### src/rtl/dma_read_arbiter_pkg.sv
// accel_dma_pkg: shared encodings and defaults for the accelerator DMA arbiters.
// Used by dma_read_arbiter now and the write-back arbiter later.
package accel_dma_pkg;

    localparam int DMA_ADDR_W = 32;
    localparam int DMA_DATA_W = 256;
    localparam int DMA_LEN_W  = 8;

    localparam int REQ_A = 0;
    localparam int REQ_B = 1;

    typedef enum logic [1:0] {
        IDLE = 2'b00,
        CMD  = 2'b01,
        DATA = 2'b10
    } arb_state_t;

    function automatic int wrap_inc(input int idx, input int n);
        return (idx + 1 >= n) ? 0 : idx + 1;
    endfunction

endpackage

### src/rtl/dma_read_arbiter_if.sv
// Handshake bundles around the DMA read arbiter.
// dma_req_if: tile loaders (master) <-> arbiter (slave); dma_rd_if: arbiter (master) <-> engine (slave).
interface dma_req_if
    import accel_dma_pkg::*;
#(
    parameter int NUM_REQ = 2,
    parameter int ADDR_W  = DMA_ADDR_W,
    parameter int DATA_W  = DMA_DATA_W,
    parameter int LEN_W   = DMA_LEN_W
) ();
    logic [NUM_REQ-1:0]        req_valid;
    logic [NUM_REQ-1:0]        req_ready;
    logic [NUM_REQ*ADDR_W-1:0] req_addr;
    logic [NUM_REQ*LEN_W-1:0]  req_len;
    logic [NUM_REQ-1:0]        rsp_valid;
    logic [DATA_W-1:0]         rsp_data;
    logic                      rsp_last;
    logic [NUM_REQ-1:0]        rsp_ready;

    modport master (
        output req_valid, req_addr, req_len, rsp_ready,
        input  req_ready, rsp_valid, rsp_data, rsp_last
    );

    modport slave (
        input  req_valid, req_addr, req_len, rsp_ready,
        output req_ready, rsp_valid, rsp_data, rsp_last
    );
endinterface

interface dma_rd_if
    import accel_dma_pkg::*;
#(
    parameter int ADDR_W = DMA_ADDR_W,
    parameter int DATA_W = DMA_DATA_W,
    parameter int LEN_W  = DMA_LEN_W
) ();
    logic              cmd_valid;
    logic              cmd_ready;
    logic [ADDR_W-1:0] cmd_addr;
    logic [LEN_W-1:0]  cmd_len;
    logic              dma_rvalid;
    logic [DATA_W-1:0] dma_rdata;
    logic              dma_rlast;
    logic              dma_rready;

    modport master (
        output cmd_valid, cmd_addr, cmd_len, dma_rready,
        input  cmd_ready, dma_rvalid, dma_rdata, dma_rlast
    );

    modport slave (
        input  cmd_valid, cmd_addr, cmd_len, dma_rready,
        output cmd_ready, dma_rvalid, dma_rdata, dma_rlast
    );
endinterface

### src/rtl/dma_read_arbiter_rr_select.sv
// rr_select: combinational rotating-priority picker.
// Returns the first set request at or above ptr, wrapping modulo N.
module rr_select #(
    parameter int N = 2,
    parameter int W = $clog2(N)
) (
    input  logic [N-1:0] req,
    input  logic [W-1:0] ptr,
    output logic         found,
    output logic [W-1:0] idx
);

    // Walk offsets from farthest to nearest so the nearest hit wins.
    always_comb begin
        found = 1'b0;
        idx   = '0;
        for (int i = N - 1; i >= 0; i--) begin
            if (req[(int'(ptr) + i) % N]) begin
                found = 1'b1;
                idx   = W'((int'(ptr) + i) % N);
            end
        end
    end

endmodule

### src/rtl/dma_read_arbiter.sv
// dma_read_arbiter: round-robin share of one DMA read channel, one burst in flight.
// Optional DMA_ARB_LEN_CHECK_EN adds a beat counter driving the sticky len_err flag.
module dma_read_arbiter
    import accel_dma_pkg::*;
#(
    parameter int NUM_REQ = 2,
    parameter int ADDR_W  = DMA_ADDR_W,
    parameter int DATA_W  = DMA_DATA_W,
    parameter int LEN_W   = DMA_LEN_W
) (
    input  logic                       clk,
    input  logic                       rstn,
    dma_req_if.slave                   req,
    dma_rd_if.master                   dma,
    output logic [$clog2(NUM_REQ)-1:0] grant_id,
    output logic                       busy,
    output logic                       len_err
);

    localparam int ID_W = $clog2(NUM_REQ);

    arb_state_t        state;
    logic [ID_W-1:0]   rr_ptr;
    logic [ID_W-1:0]   grant_q;
    logic [ADDR_W-1:0] cmd_addr_q;
    logic [LEN_W-1:0]  cmd_len_q;
    logic              cmd_valid_q;

    logic               pick_found;
    logic [ID_W-1:0]    pick_idx;
    logic [NUM_REQ-1:0] pick_oh;
    logic [NUM_REQ-1:0] grant_oh;
    logic               in_data;
    logic               xfer;

    rr_select #(
        .N (NUM_REQ),
        .W (ID_W)
    ) u_rr_select (
        .req   (req.req_valid),
        .ptr   (rr_ptr),
        .found (pick_found),
        .idx   (pick_idx)
    );

    always_comb begin
        pick_oh           = '0;
        pick_oh[pick_idx] = 1'b1;
        grant_oh          = '0;
        grant_oh[grant_q] = 1'b1;
    end

    assign in_data = (state == DATA);
    assign xfer    = in_data && dma.dma_rvalid && dma.dma_rready;

    // The accept pulse is gated by rstn so nothing is granted while in reset.
    assign req.req_ready = (rstn && state == IDLE && pick_found) ? pick_oh : '0;
    assign req.rsp_valid = (in_data && dma.dma_rvalid) ? grant_oh : '0;
    assign req.rsp_data  = dma.dma_rdata;
    assign req.rsp_last  = dma.dma_rlast;
    assign dma.dma_rready = in_data && req.rsp_ready[grant_q];

    assign dma.cmd_valid = cmd_valid_q;
    assign dma.cmd_addr  = cmd_addr_q;
    assign dma.cmd_len   = cmd_len_q;
    assign grant_id      = grant_q;
    assign busy          = (state != IDLE);

    always_ff @(posedge clk) begin
        if (!rstn) begin
            state       <= IDLE;
            rr_ptr      <= '0;
            grant_q     <= '0;
            cmd_valid_q <= 1'b0;
            cmd_addr_q  <= '0;
            cmd_len_q   <= '0;
        end else begin
            case (state)
                IDLE: begin
                    if (pick_found) begin
                        grant_q     <= pick_idx;
                        cmd_addr_q  <= req.req_addr[int'(pick_idx)*ADDR_W +: ADDR_W];
                        cmd_len_q   <= req.req_len[int'(pick_idx)*LEN_W +: LEN_W];
                        cmd_valid_q <= 1'b1;
                        state       <= CMD;
                    end
                end
                CMD: begin
                    if (dma.cmd_ready) begin
                        cmd_valid_q <= 1'b0;
                        state       <= DATA;
                    end
                end
                DATA: begin
                    if (xfer && dma.dma_rlast) begin
                        rr_ptr <= ID_W'(wrap_inc(int'(grant_q), NUM_REQ));
                        state  <= IDLE;
                    end
                end
                default: state <= IDLE;
            endcase
        end
    end

`ifdef DMA_ARB_LEN_CHECK_EN
    logic [LEN_W:0] beat_cnt;
    logic           len_err_q;

    // A beat is bad when rlast disagrees with "this is beat cmd_len".
    always_ff @(posedge clk) begin
        if (!rstn) begin
            beat_cnt  <= '0;
            len_err_q <= 1'b0;
        end else begin
            if (state == CMD && dma.cmd_ready) begin
                beat_cnt <= '0;
            end else if (xfer) begin
                beat_cnt <= beat_cnt + (LEN_W + 1)'(1);
            end
            if (xfer && (dma.dma_rlast != (beat_cnt == {1'b0, cmd_len_q}))) begin
                len_err_q <= 1'b1;
            end
        end
    end

    assign len_err = len_err_q;
`else
    assign len_err = 1'b0;
`endif

endmodule

### src/flat_wrapper.sv
// flat-port wrapper written by rule: the top's interface ports become plain ports
module dma_read_arbiter_flat import accel_dma_pkg::*;
#(
    parameter int NUM_REQ = 2,
    parameter int ADDR_W  = DMA_ADDR_W,
    parameter int DATA_W  = DMA_DATA_W,
    parameter int LEN_W   = DMA_LEN_W
)
  (clk, rstn, grant_id, busy, len_err, req_req_valid, req_req_addr, req_req_len, req_rsp_ready, req_req_ready, req_rsp_valid, req_rsp_data, req_rsp_last, dma_cmd_valid, dma_cmd_addr, dma_cmd_len, dma_dma_rready, dma_cmd_ready, dma_dma_rvalid, dma_dma_rdata, dma_dma_rlast);
  dma_req_if #(.NUM_REQ(NUM_REQ), .ADDR_W(ADDR_W), .DATA_W(DATA_W), .LEN_W(LEN_W)) req_i ();
  dma_rd_if #(.ADDR_W(ADDR_W), .DATA_W(DATA_W), .LEN_W(LEN_W)) dma_i ();
  input  logic clk;
  input  logic rstn;
  output logic [$clog2(NUM_REQ)-1:0] grant_id;
  output logic busy;
  output logic len_err;
  input wire logic [$bits(req_i.req_valid)-1:0] req_req_valid;
  input wire logic [$bits(req_i.req_addr)-1:0] req_req_addr;
  input wire logic [$bits(req_i.req_len)-1:0] req_req_len;
  input wire logic [$bits(req_i.rsp_ready)-1:0] req_rsp_ready;
  output wire logic [$bits(req_i.req_ready)-1:0] req_req_ready;
  output wire logic [$bits(req_i.rsp_valid)-1:0] req_rsp_valid;
  output wire logic [$bits(req_i.rsp_data)-1:0] req_rsp_data;
  output wire logic [$bits(req_i.rsp_last)-1:0] req_rsp_last;
  output wire logic [$bits(dma_i.cmd_valid)-1:0] dma_cmd_valid;
  output wire logic [$bits(dma_i.cmd_addr)-1:0] dma_cmd_addr;
  output wire logic [$bits(dma_i.cmd_len)-1:0] dma_cmd_len;
  output wire logic [$bits(dma_i.dma_rready)-1:0] dma_dma_rready;
  input wire logic [$bits(dma_i.cmd_ready)-1:0] dma_cmd_ready;
  input wire logic [$bits(dma_i.dma_rvalid)-1:0] dma_dma_rvalid;
  input wire logic [$bits(dma_i.dma_rdata)-1:0] dma_dma_rdata;
  input wire logic [$bits(dma_i.dma_rlast)-1:0] dma_dma_rlast;
  assign req_i.req_valid = req_req_valid;
  assign req_i.req_addr = req_req_addr;
  assign req_i.req_len = req_req_len;
  assign req_i.rsp_ready = req_rsp_ready;
  assign req_req_ready = req_i.req_ready;
  assign req_rsp_valid = req_i.rsp_valid;
  assign req_rsp_data = req_i.rsp_data;
  assign req_rsp_last = req_i.rsp_last;
  assign dma_cmd_valid = dma_i.cmd_valid;
  assign dma_cmd_addr = dma_i.cmd_addr;
  assign dma_cmd_len = dma_i.cmd_len;
  assign dma_dma_rready = dma_i.dma_rready;
  assign dma_i.cmd_ready = dma_cmd_ready;
  assign dma_i.dma_rvalid = dma_dma_rvalid;
  assign dma_i.dma_rdata = dma_dma_rdata;
  assign dma_i.dma_rlast = dma_dma_rlast;
  dma_read_arbiter #(.NUM_REQ(NUM_REQ), .ADDR_W(ADDR_W), .DATA_W(DATA_W), .LEN_W(LEN_W)) u_core (.clk(clk), .rstn(rstn), .req(req_i), .dma(dma_i), .grant_id(grant_id), .busy(busy), .len_err(len_err));
endmodule
### config.mk
export PLATFORM = sky130hd
export DESIGN_NAME = dma_read_arbiter_flat
export DESIGN_NICKNAME = d
export VERILOG_FILES = /design/src/rtl/dma_read_arbiter_pkg.sv /design/src/rtl/dma_read_arbiter_if.sv /design/src/rtl/dma_read_arbiter_rr_select.sv /design/src/rtl/dma_read_arbiter.sv /design/src/flat_wrapper.sv
export SDC_FILE = /design/constraint.sdc
export NUM_CORES = 1
export LEC_CHECK = 0
export ABC_AREA = 1
export BUFFER_PORTS_ARGS = -buffer_cell sky130_fd_sc_hd__buf_2
export CORE_AREA = 2 2 251 253
export CTS_BUF_LIST = sky130_fd_sc_hd__clkbuf_2 sky130_fd_sc_hd__clkbuf_4 sky130_fd_sc_hd__clkbuf_8
export DETAILED_ROUTE_END_ITERATION = 8
export DIE_AREA = 0 0 253 255
export PLACE_DENSITY = 0.3
export SLEW_MARGIN = 20
export SYNTH_ARGS = -nofsm -noshare
export SYNTH_HDL_FRONTEND = slang
export SYNTH_SLANG_ARGS = --single-unit
### constraint.sdc
create_clock -name clk -period 1.1 [get_ports clk]
set_input_delay 0.22 -clock clk [delete_from_list [all_inputs] [get_ports clk]]
set_output_delay 0.22 -clock clk [all_outputs]
set_load 0.05 [all_outputs]
==> run summary <==
The endpoint of the worst-slack reg-to-reg timing path is u_core.dma.cmd_addr[3]. Across every metal layer, demand over resource in global routing totals 0.0630. The post-route total power is approximately 7.1 mW. Setup repair after global routing could not meet its margin everywhere. The port buffer count came out at 137.

Of the total synthesized cell area, the portion taken by AND, OR, NAND and NOR gates is 0.270. The maximum vdd ir drop is 427 µV. TritonCTS built the clock tree.

The total vias in the final route came out at 3541. The sequential standard cell area came out at 967 µm². The length in cells of the worst reg-to-reg path is 12. The leakage dissipation came out at 2.65 nW. The detailed router's first-iteration violation count is between 100 and 150. The first-pass iteration count of the detailed router came out at 4. STA classifies the critical path startpoint as a register. The net count after synthesis is 1041. The fraction of the yosys area taken by sequential cells is 0.204.

In this run the cell area of the synthesized design comes to 4410 µm². The capture endpoint of the worst hold path is u_core.dma.cmd_len[4]. The detail-routed net length per standard cell came out at 14.5 µm.

Synthesis handed over a netlist of 696 instances. The number of core rows came out at around 90. Hold repair after CTS inserted 0 buffers.

The worst path arrival time is 1400 ps. The routed design could run at a clock period as short as 1620 ps. The utilization after layout came out at 0.0951. The proportion of synthesized area in mux cells came out at 0.

The post-route clock period utilization came out at 1.47. On the critical path the largest part of the delay comes from flip-flops. The synthesized design contains 45 register bits.

The warning count from the yosys run came out at 0. Clock tree synthesis found a total of 45 sinks. The area of combinational cells with multiple inputs is 1480 µm².

The number of filler cells placed in the layout came out at 7274. In this run the count of I/O pins placed on the die edge is 651. In this run the most critical hold path is launched from req_req_len[12].

Power spread over the standard cell area amounts to between 1000 and 1500 nW/µm². The count of nets left with antenna violations once routing finished came out at 0. At the later pin of the worst-skew pair, clock insertion delay measures 370 ps. Relative to the synthesized area, the layout overhead comes to 34.1%.

The data required time at the worst endpoint came out at slightly below 900 ps. The slowest stage of the critical path belongs to the cell sky130_fd_sc_hd__dfxtp_2. The final reports fail on negative setup slack. The total global routing overflow is 0. The maximum net fanout on the critical path came out at 3. After detailed routing, the number of vias per cell comes to around 2.5. The via count of the first global-routing pass came out at 3536. By area the synthesized netlist is led by sky130_fd_sc_hd__buf_4 (45%), sky130_fd_sc_hd__dfxtp_1 (20%), sky130_fd_sc_hd__nand2_1 (18%). The area share of the largest cell type after synthesis came out at 0.453. The area enclosed by the die boundary came out at 64500 µm². The kind of end point of the critical path is a primary output. The clock-pin slew of the registers on the worst-case setup and hold paths came out at around 130 ps.

The path class of the lowest-slack min-delay path is in2reg. The worst setup path is of the reg2out kind. The final HPWL from detailed placement is 12.5 mm.

The first global-routing pass estimated approximately 27 mm of wire. The max-cap violation count is 0. The H-tree depth is 2. The post-detailed-routing wire length came out at 20.6 mm.

After detailed routing, the number of remaining DRC violations is 0. The run finished, with violations left. The synthesized-area fraction occupied by ao, oa, aoi and oai cells is 0.00454. Routability-driven placement finished with a final weighted congestion of 0.617. The critical path goes through inv_2, nand2_4, nand3_4, nand2_4, inv_4, nand3_4, clkinvlp_4, buf_12. The maximum clock insertion buffer count came out at 2. After layout, the worst setup slack is -522 ps. The final hold violation count is 0.

The largest net degree at the start of global routing is 39. The worst slack after detailed placement came out at -219 ps. The start of the worst register-to-register path is u_core.rr_ptr. Based on the critical path, the design can be clocked at up to 616 MHz.

The number of setup violations in the final report came out at 64. The cell at the root of the clock tree is sky130_fd_sc_hd__clkbuf_8. After synthesis, the largest family of logic cells by area is buffers and inverters.

Leaving out fill and tap cells, the most frequent cell in the layout is sky130_fd_sc_hd__nand2_1. The final total negative setup slack came out at -19190 ps. The initial utilization of the core area, before any placement, comes to 0.0710. The depth of the worst hold-timing path came out at 5. The xor and xnor area share after synthesis is 0. The cell type with the highest aggregate area in the netlist is sky130_fd_sc_hd__buf_4. The synthesized area divided by synthesized cell count came out at 6.34 µm².

The number of antenna violations at the first check in global routing is 2. The die height came out at around 260 µm. The number of different library cells in the post-synthesis netlist came out at 17. Counting both buffers and inverters, the worst setup path holds a total of 4. The number of buffers inserted during clock tree synthesis came out at 5. On the final layout, the worst hold slack is 130 ps.

The arithmetic-cell share of the synthesized area counting full adders, half adders and majority gates is 0. In the layout the commonest cells are sky130_fd_sc_hd__nand2_1 (196), sky130_fd_sc_hd__buf_2 (89), sky130_fd_sc_hd__nor2_1 (64). The total count of max-transition violations in the final report is 0. Between clock sinks in the finished design, the worst skew comes to 19.2 ps.

The die outline width came out at 253 µm. Of the cells placed in the final design, the portion with a size suffix greater than 1 is 0.498. The floorplan core area came out at 62200 µm². The maximum single-stage delay on the critical path came out at 380 ps. The setup check on the worst reg-to-reg path leaves a slack of -460 ps. The post-layout net count came out at 966.
## report_power, final
group          internal (mW)  switching [mW]  leakage (nW)
clock network          0.516           0.879        0.0512
logic                   1.73            1.94          2.21
registers               1.87           0.187         0.388
## Yosys cell counts, drive strengths merged
library cell and instances:
nor2 90, dfxtp 45, nand3b 1, inv 55, nand3 7, nand4 1
nand2 212, a21oi 2, buf 280, conb 1, o21ai 2
## final cells by class
class                      count  share of cell area
timing repair buffer         198               0.362
inverter                      55              0.0374
clock inverter                 2             0.00233
tap                          799               0.169
antenna                        1            0.000423
clock buffer                   6              0.0140
multi-input combinational    316               0.251
sequential                    45               0.164
## cells by family after synthesis
kind of cell           Yosys count
DFF                             45
AOI/OAI and AO/OA                4
other                            1
buffers and inverters          335
and+or+nand+nor                311
## worst register-to-register path: cells and delay by family (launching register included)
kind                   cells  cell delay [ps]
and+or+nand+nor            6              410
buffers and inverters      6              730
DFF                        1              360
## how the worst max path moves through the flow
stage | startpoint | to | slack, ps | cells after the start
finish | u_core.rr_ptr | req_req_ready[1] | -520 | 8
global route | u_core.rr_ptr | req_req_ready[1] | -660 | 8
CTS | u_core.rr_ptr | req_req_ready[1] | -630 | 8
detailed placement | u_core.rr_ptr | req_req_ready[1] | -220 | 7
global placement | u_core.rr_ptr | req_req_ready[1] | -210 | 7
floorplan | u_core.rr_ptr | req_req_ready[1] | -160 | 8
## what timing repair did
action	in CTS	in global routing
pin swaps	30	15
resized for setup	248	36
buffers inserted	20	8
endpoints found under the setup margin	92	93
gates cloned	16	0
hold endpoints to repair	0	0
## layer usage
metal / track usage / wire length [µm] / vias to the layer above
met4: 0.0487 / 1440 / 0
met5: 0 / 0 / -
li1: - / - / 1631
met3: 0.0387 / 2640 / 106
met1: 0.0568 / 6910 / 1480
met2: 0.103 / 9660 / 324
## per-stage QoR
stage	std cells	area (µm²)
2_1_floorplan	696	4490
3_3_place_gp	1372	4330
3_5_place_dp	1372	4330
4_1_cts	1416	5790
5_1_grt	1422	5910
6_report	1422	5910
## registers in the layout, indices dropped and copies added, names as in the netlist
register and flops:
u_core.dma.cmd_addr 32, u_core.dma.cmd_len 8, u_core.state 2, u_core.dma.cmd_valid 1
u_core.grant_id 1, u_core.rr_ptr 1
Note: power is estimated with default switching activity, not from simulation.
